<file path="config.mk">
export PLATFORM = sky130hd
export DESIGN_NAME = decode_unit
export DESIGN_NICKNAME = d
export VERILOG_FILES = /design/src/rtl/decode_unit.sv
export SDC_FILE = /design/constraint.sdc
export NUM_CORES = 1
export LEC_CHECK = 0
export CAP_MARGIN = 25
export CORE_UTILIZATION = 35
export DETAILED_ROUTE_END_ITERATION = 16
export PLACE_DENSITY = 0.73
export SYNTH_ARGS = -nofsm -noshare
export SYNTH_HDL_FRONTEND = slang
export SYNTH_SLANG_ARGS = --single-unit
</file>
<file path="constraint.sdc">
create_clock -name clk -period 1.9 [get_ports clk]
set_input_delay 0.57 -clock clk [delete_from_list [all_inputs] [get_ports clk]]
set_output_delay 0.57 -clock clk [all_outputs]
set_load 0.005 [all_outputs]
</file>
<file path="src/rtl/decode_unit.sv">
// ---------------------------------------------------------------------------
// decode_unit
//
// Handshaked instruction decoder sitting between instruction fetch and the
// register file / ALU. One instruction is accepted per cycle over a
// valid/ready pair. The decoded register selects, ALU op, immediate and write
// strobe are registered, so a decode accepted at one edge is visible in the
// following cycle.
//
// Instruction layout, MSB first:
//   opcode [INSTR_W-1 -: OPC_W]
//   rd     [INSTR_W-OPC_W-1 -: REG_ADDR_W]
//   rs1    next REG_ADDR_W bits
//   rs2    next REG_ADDR_W bits
//   imm    [IMM_W-1:0] (overlaps the register fields)
//
// Build option:
//   DECODE_MUL_EN - when defined, opcode 00111 is a multi-cycle MUL that
//                   holds the decoder for MUL_CYCLES cycles. When undefined,
//                   00111 is illegal and no MUL state or counter exists.
//
// Ports:
//   clk          in   clock, rising edge
//   rst          in   asynchronous active-high reset
//   instr_valid  in   instruction word is valid
//   instr_ready  out  decoder can accept (RUN state and not in reset)
//   instruction  in   instruction word, sampled only on an accept
//   reg_sel_w0   out  write-port select (rd)
//   reg_sel_r0   out  read-port-0 select
//   reg_sel_r1   out  read-port-1 select
//   reg_w0_rw    out  one-cycle register write strobe
//   alu_op       out  0 NOP,1 ADD,2 SUB,3 AND,4 OR,5 XOR,6 MUL,7 PASS_IMM
//   imm_sel      out  ALU B operand is imm_out
//   imm_out      out  raw immediate field
//   ctrl_valid   out  one-cycle pulse marking a completed decode
//   halted       out  HALT executed; held until reset
//   illegal      out  sticky; an unknown opcode was accepted
//
// Ops that do not name a register field (ADDI, LDI, NOP, illegal) still load
// the raw field values into the selects; consumers qualify them with
// reg_w0_rw / alu_op. HALT leaves the selects untouched.
// ---------------------------------------------------------------------------
module decode_unit #(
    parameter int INSTR_W    = 16,
    parameter int OPC_W      = 5,
    parameter int REG_ADDR_W = 3,
    parameter int IMM_W      = 8,
    parameter int MUL_CYCLES = 4
) (
    input  logic                  clk,
    input  logic                  rst,
    input  logic                  instr_valid,
    output logic                  instr_ready,
    input  logic [INSTR_W-1:0]    instruction,
    output logic [REG_ADDR_W-1:0] reg_sel_w0,
    output logic [REG_ADDR_W-1:0] reg_sel_r0,
    output logic [REG_ADDR_W-1:0] reg_sel_r1,
    output logic                  reg_w0_rw,
    output logic [3:0]            alu_op,
    output logic                  imm_sel,
    output logic [IMM_W-1:0]      imm_out,
    output logic                  ctrl_valid,
    output logic                  halted,
    output logic                  illegal
);

    // Elaboration-time parameter sanity checks.
    if (INSTR_W < OPC_W + 3 * REG_ADDR_W + 2) begin : g_bad_instr_w
        $error("decode_unit: INSTR_W too small for the field layout");
    end
    if (MUL_CYCLES < 2) begin : g_bad_mul_cycles
        $error("decode_unit: MUL_CYCLES must be at least 2");
    end

    // ALU operation encodings.
    localparam logic [3:0] ALU_NOP  = 4'd0;
    localparam logic [3:0] ALU_ADD  = 4'd1;
    localparam logic [3:0] ALU_SUB  = 4'd2;
    localparam logic [3:0] ALU_AND  = 4'd3;
    localparam logic [3:0] ALU_OR   = 4'd4;
    localparam logic [3:0] ALU_XOR  = 4'd5;
    localparam logic [3:0] ALU_MUL  = 4'd6;
    localparam logic [3:0] ALU_PASS = 4'd7;

    // Opcode encodings.
    localparam logic [OPC_W-1:0] OPC_ADD  = OPC_W'(5'b00000);
    localparam logic [OPC_W-1:0] OPC_SUB  = OPC_W'(5'b00001);
    localparam logic [OPC_W-1:0] OPC_AND  = OPC_W'(5'b00010);
    localparam logic [OPC_W-1:0] OPC_OR   = OPC_W'(5'b00011);
    localparam logic [OPC_W-1:0] OPC_XOR  = OPC_W'(5'b00100);
    localparam logic [OPC_W-1:0] OPC_ADDI = OPC_W'(5'b00101);
    localparam logic [OPC_W-1:0] OPC_LDI  = OPC_W'(5'b00110);
`ifdef DECODE_MUL_EN
    localparam logic [OPC_W-1:0] OPC_MUL  = OPC_W'(5'b00111);
`endif
    localparam logic [OPC_W-1:0] OPC_NOP  = OPC_W'(5'b01000);
    localparam logic [OPC_W-1:0] OPC_HALT = OPC_W'(5'b11111);

`ifdef DECODE_MUL_EN
    localparam int CNT_W = $clog2(MUL_CYCLES);

    typedef enum logic [1:0] {
        ST_RUN  = 2'd0,
        ST_MUL  = 2'd1,
        ST_HALT = 2'd2
    } state_t;
`else
    typedef enum logic [1:0] {
        ST_RUN  = 2'd0,
        ST_HALT = 2'd2
    } state_t;
`endif

    state_t                  state_q, state_d;
`ifdef DECODE_MUL_EN
    logic [CNT_W-1:0]        cnt_q, cnt_d;
`endif
    logic [REG_ADDR_W-1:0]   w0_q, w0_d;
    logic [REG_ADDR_W-1:0]   r0_q, r0_d;
    logic [REG_ADDR_W-1:0]   r1_q, r1_d;
    logic                    rw_q, rw_d;
    logic [3:0]              alu_q, alu_d;
    logic                    isel_q, isel_d;
    logic [IMM_W-1:0]        imm_q, imm_d;
    logic                    cv_q, cv_d;
    logic                    halted_q, halted_d;
    logic                    illegal_q, illegal_d;

    // Instruction field extraction.
    logic [OPC_W-1:0]        opc_s;
    logic [REG_ADDR_W-1:0]   rd_s;
    logic [REG_ADDR_W-1:0]   rs1_s;
    logic [REG_ADDR_W-1:0]   rs2_s;
    logic [IMM_W-1:0]        imm_s;
    logic                    accept_s;

    assign opc_s = instruction[INSTR_W-1 -: OPC_W];
    assign rd_s  = instruction[INSTR_W-OPC_W-1 -: REG_ADDR_W];
    assign rs1_s = instruction[INSTR_W-OPC_W-REG_ADDR_W-1 -: REG_ADDR_W];
    assign rs2_s = instruction[INSTR_W-OPC_W-2*REG_ADDR_W-1 -: REG_ADDR_W];
    assign imm_s = instruction[IMM_W-1:0];

    // Ready drops combinationally with rst so nothing is handed over during reset.
    assign instr_ready = (state_q == ST_RUN) && !rst;
    assign accept_s    = instr_valid && instr_ready;

    // Next-state and decode logic.
    always_comb begin
        state_d   = state_q;
`ifdef DECODE_MUL_EN
        cnt_d     = cnt_q;
`endif
        w0_d      = w0_q;
        r0_d      = r0_q;
        r1_d      = r1_q;
        alu_d     = alu_q;
        isel_d    = isel_q;
        imm_d     = imm_q;
        rw_d      = 1'b0;
        cv_d      = 1'b0;
        halted_d  = halted_q;
        illegal_d = illegal_q;

        case (state_q)
            ST_RUN: begin
                if (!accept_s) begin
                    // Idle cycle: strobes fall, selects hold.
                    state_d = ST_RUN;
                end else if (opc_s == OPC_HALT) begin
                    state_d  = ST_HALT;
                    halted_d = 1'b1;
                end else begin
                    w0_d   = rd_s;
                    r0_d   = rs1_s;
                    r1_d   = rs2_s;
                    imm_d  = imm_s;
                    isel_d = 1'b0;
                    alu_d  = ALU_NOP;
                    case (opc_s)
                        OPC_ADD: begin
                            alu_d = ALU_ADD;
                            rw_d  = 1'b1;
                            cv_d  = 1'b1;
                        end
                        OPC_SUB: begin
                            alu_d = ALU_SUB;
                            rw_d  = 1'b1;
                            cv_d  = 1'b1;
                        end
                        OPC_AND: begin
                            alu_d = ALU_AND;
                            rw_d  = 1'b1;
                            cv_d  = 1'b1;
                        end
                        OPC_OR: begin
                            alu_d = ALU_OR;
                            rw_d  = 1'b1;
                            cv_d  = 1'b1;
                        end
                        OPC_XOR: begin
                            alu_d = ALU_XOR;
                            rw_d  = 1'b1;
                            cv_d  = 1'b1;
                        end
                        OPC_ADDI: begin
                            // Accumulate into rd: read port 0 reads rd itself.
                            r0_d   = rd_s;
                            alu_d  = ALU_ADD;
                            isel_d = 1'b1;
                            rw_d   = 1'b1;
                            cv_d   = 1'b1;
                        end
                        OPC_LDI: begin
                            alu_d  = ALU_PASS;
                            isel_d = 1'b1;
                            rw_d   = 1'b1;
                            cv_d   = 1'b1;
                        end
`ifdef DECODE_MUL_EN
                        OPC_MUL: begin
                            // Write strobe is deferred to the last MUL cycle.
                            alu_d   = ALU_MUL;
                            cnt_d   = CNT_W'(MUL_CYCLES - 2);
                            state_d = ST_MUL;
                        end
`endif
                        OPC_NOP: begin
                            cv_d = 1'b1;
                        end
                        default: begin
                            // Unknown opcode behaves as NOP and flags it.
                            cv_d      = 1'b1;
                            illegal_d = 1'b1;
                        end
                    endcase
                end
            end
`ifdef DECODE_MUL_EN
            ST_MUL: begin
                if (cnt_q == '0) begin
                    rw_d    = 1'b1;
                    cv_d    = 1'b1;
                    state_d = ST_RUN;
                end else begin
                    cnt_d = cnt_q - CNT_W'(1);
                end
            end
`endif
            ST_HALT: begin
                state_d = ST_HALT;
            end
            default: begin
                state_d = ST_RUN;
            end
        endcase
    end

    // State and output registers with asynchronous clear.
    always_ff @(posedge clk or posedge rst) begin
        if (rst) begin
            state_q   <= ST_RUN;
`ifdef DECODE_MUL_EN
            cnt_q     <= '0;
`endif
            w0_q      <= '0;
            r0_q      <= '0;
            r1_q      <= '0;
            rw_q      <= 1'b0;
            alu_q     <= 4'd0;
            isel_q    <= 1'b0;
            imm_q     <= '0;
            cv_q      <= 1'b0;
            halted_q  <= 1'b0;
            illegal_q <= 1'b0;
        end else begin
            state_q   <= state_d;
`ifdef DECODE_MUL_EN
            cnt_q     <= cnt_d;
`endif
            w0_q      <= w0_d;
            r0_q      <= r0_d;
            r1_q      <= r1_d;
            rw_q      <= rw_d;
            alu_q     <= alu_d;
            isel_q    <= isel_d;
            imm_q     <= imm_d;
            cv_q      <= cv_d;
            halted_q  <= halted_d;
            illegal_q <= illegal_d;
        end
    end

    assign reg_sel_w0 = w0_q;
    assign reg_sel_r0 = r0_q;
    assign reg_sel_r1 = r1_q;
    assign reg_w0_rw  = rw_q;
    assign alu_op     = alu_q;
    assign imm_sel    = isel_q;
    assign imm_out    = imm_q;
    assign ctrl_valid = cv_q;
    assign halted     = halted_q;
    assign illegal    = illegal_q;

endmodule

</file>
# Word-level counts from Yosys, hierarchy flattened
# Index checks and enable logic that the tools add are counted.
[classes]
n_eq_ne = 10
muxes = 13
bitwise_logic = 2
reduce_logical = 12
[ops]
columns = ["op", "count"]
rows = [
  ["$pmux 3 s6", 1],
  ["$eq 5x3->1 const B", 3],
  ["$eq 5x2->1 const B", 2],
  ["$mux 1", 8],
  ["$reduce_or 8->1", 1],
  ["$reduce_or 7->1", 1],
  ["$reduce_and 3->1", 2],
  ["$eq 5x1->1 const B", 1],
  ["$eq 5x4->1 const B", 1],
  ["$eq 5x5->1 const B", 1],
  ["$logic_not 5->1", 1],
  ["$mux 2", 2],
  ["$pmux 2 s2", 1],
  ["$reduce_and 4->1", 1],
  ["$reduce_or 2->1", 2],
  ["$mux 3", 1],
  ["$ne 3x2->1 const B", 1],
  ["$eq 2x2->1 const B", 1],
  ["$logic_and 1x1->1", 2],
  ["$logic_not 2->1", 1],
  ["$not 1->1", 2],
  ["$logic_not 1->1", 1],
]
[totals]
ff_bits = 28
in_bits = 19
out_inout_bits = 27
wordCells = 48

# Logic depth before layout (Yosys ltp)
[logic_depth]
depth_word = 6
ltp_mapped = 7
mapped_depth_nobuf = 4

# Worst setup path after synthesis
# Ideal clock, no wire load.
[synth_timing]
kind = "input to register"
start = "input instruction[12]"
end = "register imm_q[6], in the netlist imm_out[6]"
setup_time_ns = 0.125
arrival_time_ns = 1.733
setup_slack_ns = 0.042
cell_stages = 6
path_buffers = 3
path_cell_list = "clkbuf_1 and3_1 a31o_1 buf_6 buf_8 mux2_2"
[synth_via]
elab_chain_len = 3
[synth_rtl]
columns = ["item", "line_no", "text"]
rows = [
  ["start: declaration", "54", "input logic [INSTR_W-1:0] instruction,"],
  ["$eq 5x5->1", "169", "end else if (opc_s == OPC_HALT) begin"],
  ["$not 1->1 (no line)", "-", ""],
  ["$reduce_and 3->1 (no line)", "-", ""],
  ["end signal: assignment", "286", "imm_q <= imm_d;"],
  ["end: declaration", "124", "logic [IMM_W-1:0] imm_q, imm_d;"],
]
# No other way between the ends.
# A chain may end at the register's enable or synchronous reset.

==> summary.txt <==
Run status
  – Status: complete, no violations

Timing
  – Peak Freq: 559 MHz
  – Crit path time final: 1790 ps
  – Fin crit share: 0.942
  – Final Hold Vio Count: 0
  – RSZ-0062 raised after global routing: no
  – Slew Viols, Final: 0
  – Setup Skew: 7.18 ps
  – Setup violators final: 0

Logic synthesis
  – Syn. warnings: 0
  – Mapped cell area: 1030 sq um
  – Seq cells post-synth: 23
  – Asr flop ratio synth: 1.00
  – Number of synthesized flops with an enable pin: 0
  – Ys flop type: dfrtp_1
  – Post-synth cell types: 28
  – Syn Nets: 109
  – Gate Count Post-Synth: 90
  – Avg Cell Area, Syn: 11.5 sq um
  – Post-synthesis sequential area ratio: 0.557

Pwr
  – Comb pwr share: 0.319
  – Sequential share of power: 0.494
  – VDD IR max: 585 uV
  – Switching Fraction: 0.257
  – Total internal power: 0.914 mW
  – Clock share of power: 0.188
  – Pwr Density: 745 nW/um^2
  – Lkg Pwr: 0.744 nW
  – Tot Pwr: 1.23 mW
  – Switching Power: 0.317 mW

Finish
  – Ant. Diodes: 0
  – Multi-input gate area: 390 sq um
  – Number of fill cells: 238
  – Layout area overhead: 59.8%
  – Reg area: 576 sq um
  – Final Util: 0.594
  – Share of layout cells above drive strength 1: 0.239
  – Final net count: 162
  – Post-Layout Cell Count: 173

Placement
  – Final estimated routing congestion in global placement: 0.720
  – I/O Buffers: 44
  – Post-Place Cells: 166
  – DPL Wire Length: 1670 um

Critical path
  – Crit path arrival time: 1220 ps
  – Worst path top cell family by delay: buffers and inverters
  – Levels on crit path: 1
  – Max stage delay cell, worst path: clkdlybuf4s50_1
  – Reg2Reg Depth: 4
  – Reg-to-Reg Start: state_q[1]
  – Critical R2R Capture: imm_out[1]
  – Worst Path Buf+Inv: 1
  – Crit path largest cell delay: 520 ps
  – CP endpoint kind: output pin
  – Worst-path cell chain: clkdlybuf4s50_1
  – Startpoint type of the worst setup path: register
  – CP max FO: 3
  – CP Data Required Time: 1330 ps
  – R2R setup slack: 290 ps
  – Critical path class: reg2out

Die
  – DIE AREA: 3170 sq um
  – Initial Util: 0.372
  – Std-Cell Rows: 19
  – Core area: 2780 sq um
  – Die Span Y: 56.3 um
  – Die W: 56.3 um
  – IO Pins: 46

Routing
  – Routed WL: 2370 um
  – Drt pass-1 iters: 4
  – Via Count: 838
  – DRC Markers: 0
  – Drt wl/cell: 13.7 um
  – Post-route ant nets: 0
  – Drt initial violations: 11
  – Vias/cell: 4.84

Global route
  – Largest net degree at the start of global routing: 24
  – Vias in the first global route: 871
  – Initial antenna violation count: 0
  – First-pass GRT wire length: 3750 um
  – GR Util All Layers: 0.152
  – Overflow after GRT: 0

Clock tree
  – CTS H-tree depth: 1
  – CTS sink cnt: 23
  – Root Buffer: clkbuf_4
  – Max clock buf depth: 2
  – Clk slew on worst S/H paths: 130 ps
  – Worst skew pair latency: 310 ps
  – CTS Buf Count: 3
  – CTS tree: yes

Min path
  – Hold WC Path Type: in2async

Flow run
  – Max cap viols: 0
==> through the flow <==
| step | hold WS (ps) | instance area (sq um) | setup TNS (ps) | setup slack [ps] |
|---|---|---|---|---|
| 2_1_floorplan | 465 | 1030 | 0 | 42.2 |
| 3_3_place_gp | 452 | 1550 | -4970 | -296 |
| 3_5_place_dp | 468 | 1550 | -6220 | -377 |
| 4_1_cts | 446 | 1580 | 0 | 5.40 |
| 5_1_grt | 467 | 1650 | 0 | 47.1 |
| 6_report | 439 | 1650 | 0 | 110 |
==> registers in the layout (all words and copies together) (netlist names), 2 cells and up <==
register / cells
reg_sel_r1: 2
imm_out: 6
alu_op: 3
reg_sel_r0: 3
reg_sel_w0: 3
==> kinds of logic after synthesis <==
group,count (synthesis),share of synthesized area
other cells,1,0.00363
compound gates,15,0.0823
xor+xnor,1,0.00848
simple gates,23,0.119
buf+inv,13,0.0811
flops,23,0.557
mux,14,0.149
==> cells in the mapped netlist (2+ instances only) <==
cell type	count	area, sq um
o21ai_0	9	45.0
mux2_2	11	124
or2_2	2	12.5
nand2_1	7	26.3
nor2_1	4	15.0
mux2i_1	3	30.0
dfrtp_1	23	576
a21oi_1	3	15.0
nor2b_1	2	12.5
inv_1	3	11.3
clkbuf_1	2	7.51
nand3_1	2	10.0
buf_4	4	30.0
==> routing by layer <==
metal	GRT usage	routed length (um)
met1	0.182	993
met2	0.265	1200
met3	0.0369	163
met4	0.0523	8
met5	0	0
==> power by group through the flow <==
stage / Combinational, mW / Clock (mW) / Sequential [mW]
2_1_floorplan: 0.135 / 0 / 0.618
3_3_place_gp: 0.366 / 0 / 0.613
3_5_place_dp: 0.376 / 0 / 0.616
4_1_cts: 0.377 / 0.240 / 0.608
5_1_grt: 0.421 / 0.267 / 0.621
6_report: 0.392 / 0.231 / 0.607
==> how the worst max path moves through the flow <==
stage | slack (ps) | end | start
after floorplan | 40 | imm_out[6] | instruction[12]
after global placement | -300 | alu_op[1] | instr_valid
after detailed placement | -380 | alu_op[1] | instr_valid
after CTS | 5 | reg_sel_r1[1] | instruction[13]
after global routing | 50 | imm_out[4] | imm_out[4]
final | 110 | imm_out[2] | reg_sel_r1[0]
==> cell type report <==
| type | count | area share |
|---|---|---|
| clock inverters | 1 | 0.00303 |
| flip-flops and latches | 23 | 0.348 |
| multi-input cells | 54 | 0.236 |
| repair buffers | 58 | 0.368 |
| clock buffers | 3 | 0.0136 |
| well taps | 31 | 0.0235 |
| inverters | 3 | 0.00682 |
==> placed cells by master (no fill, tap or decap) <==
| master | instances |
|---|---|
| a31o_4 | 1 |
| dlygate4sd2_1 | 2 |
| clkbuf_4 | 3 |
| nor2_1 | 4 |
| buf_4 | 10 |
| clkbuf_16 | 2 |
| inv_1 | 3 |
| or2_2 | 2 |
| a21oi_1 | 3 |
| and3_1 | 1 |
| o21ai_1 | 1 |
| o21bai_1 | 1 |
| conb_1 | 1 |
| buf_12 | 2 |
| nor4_1 | 1 |
| dfrtp_1 | 23 |
| o21ai_0 | 8 |
| clkdlybuf4s50_1 | 40 |
| nor3b_1 | 1 |
| nor2b_1 | 2 |
| dlymetal6s2s_1 | 2 |
| clkinv_2 | 1 |
| o41ai_2 | 1 |
| xor2_1 | 1 |
| mux2_2 | 11 |
| nor3_1 | 1 |
| or3b_4 | 1 |
| nand3_1 | 2 |
| mux2i_1 | 3 |
| nand2_1 | 7 |
| and4b_1 | 1 |
==> what timing repair did <==
item                                    CTS  global route
gates cloned                              0             2
hold buffers                              0             0
pin swaps                                 0             0
endpoints found under the setup margin    2            15
gates resized for setup                   3             5
setup buffers                             0             1
No activity file was read; power rests on OpenSTA's default activity.
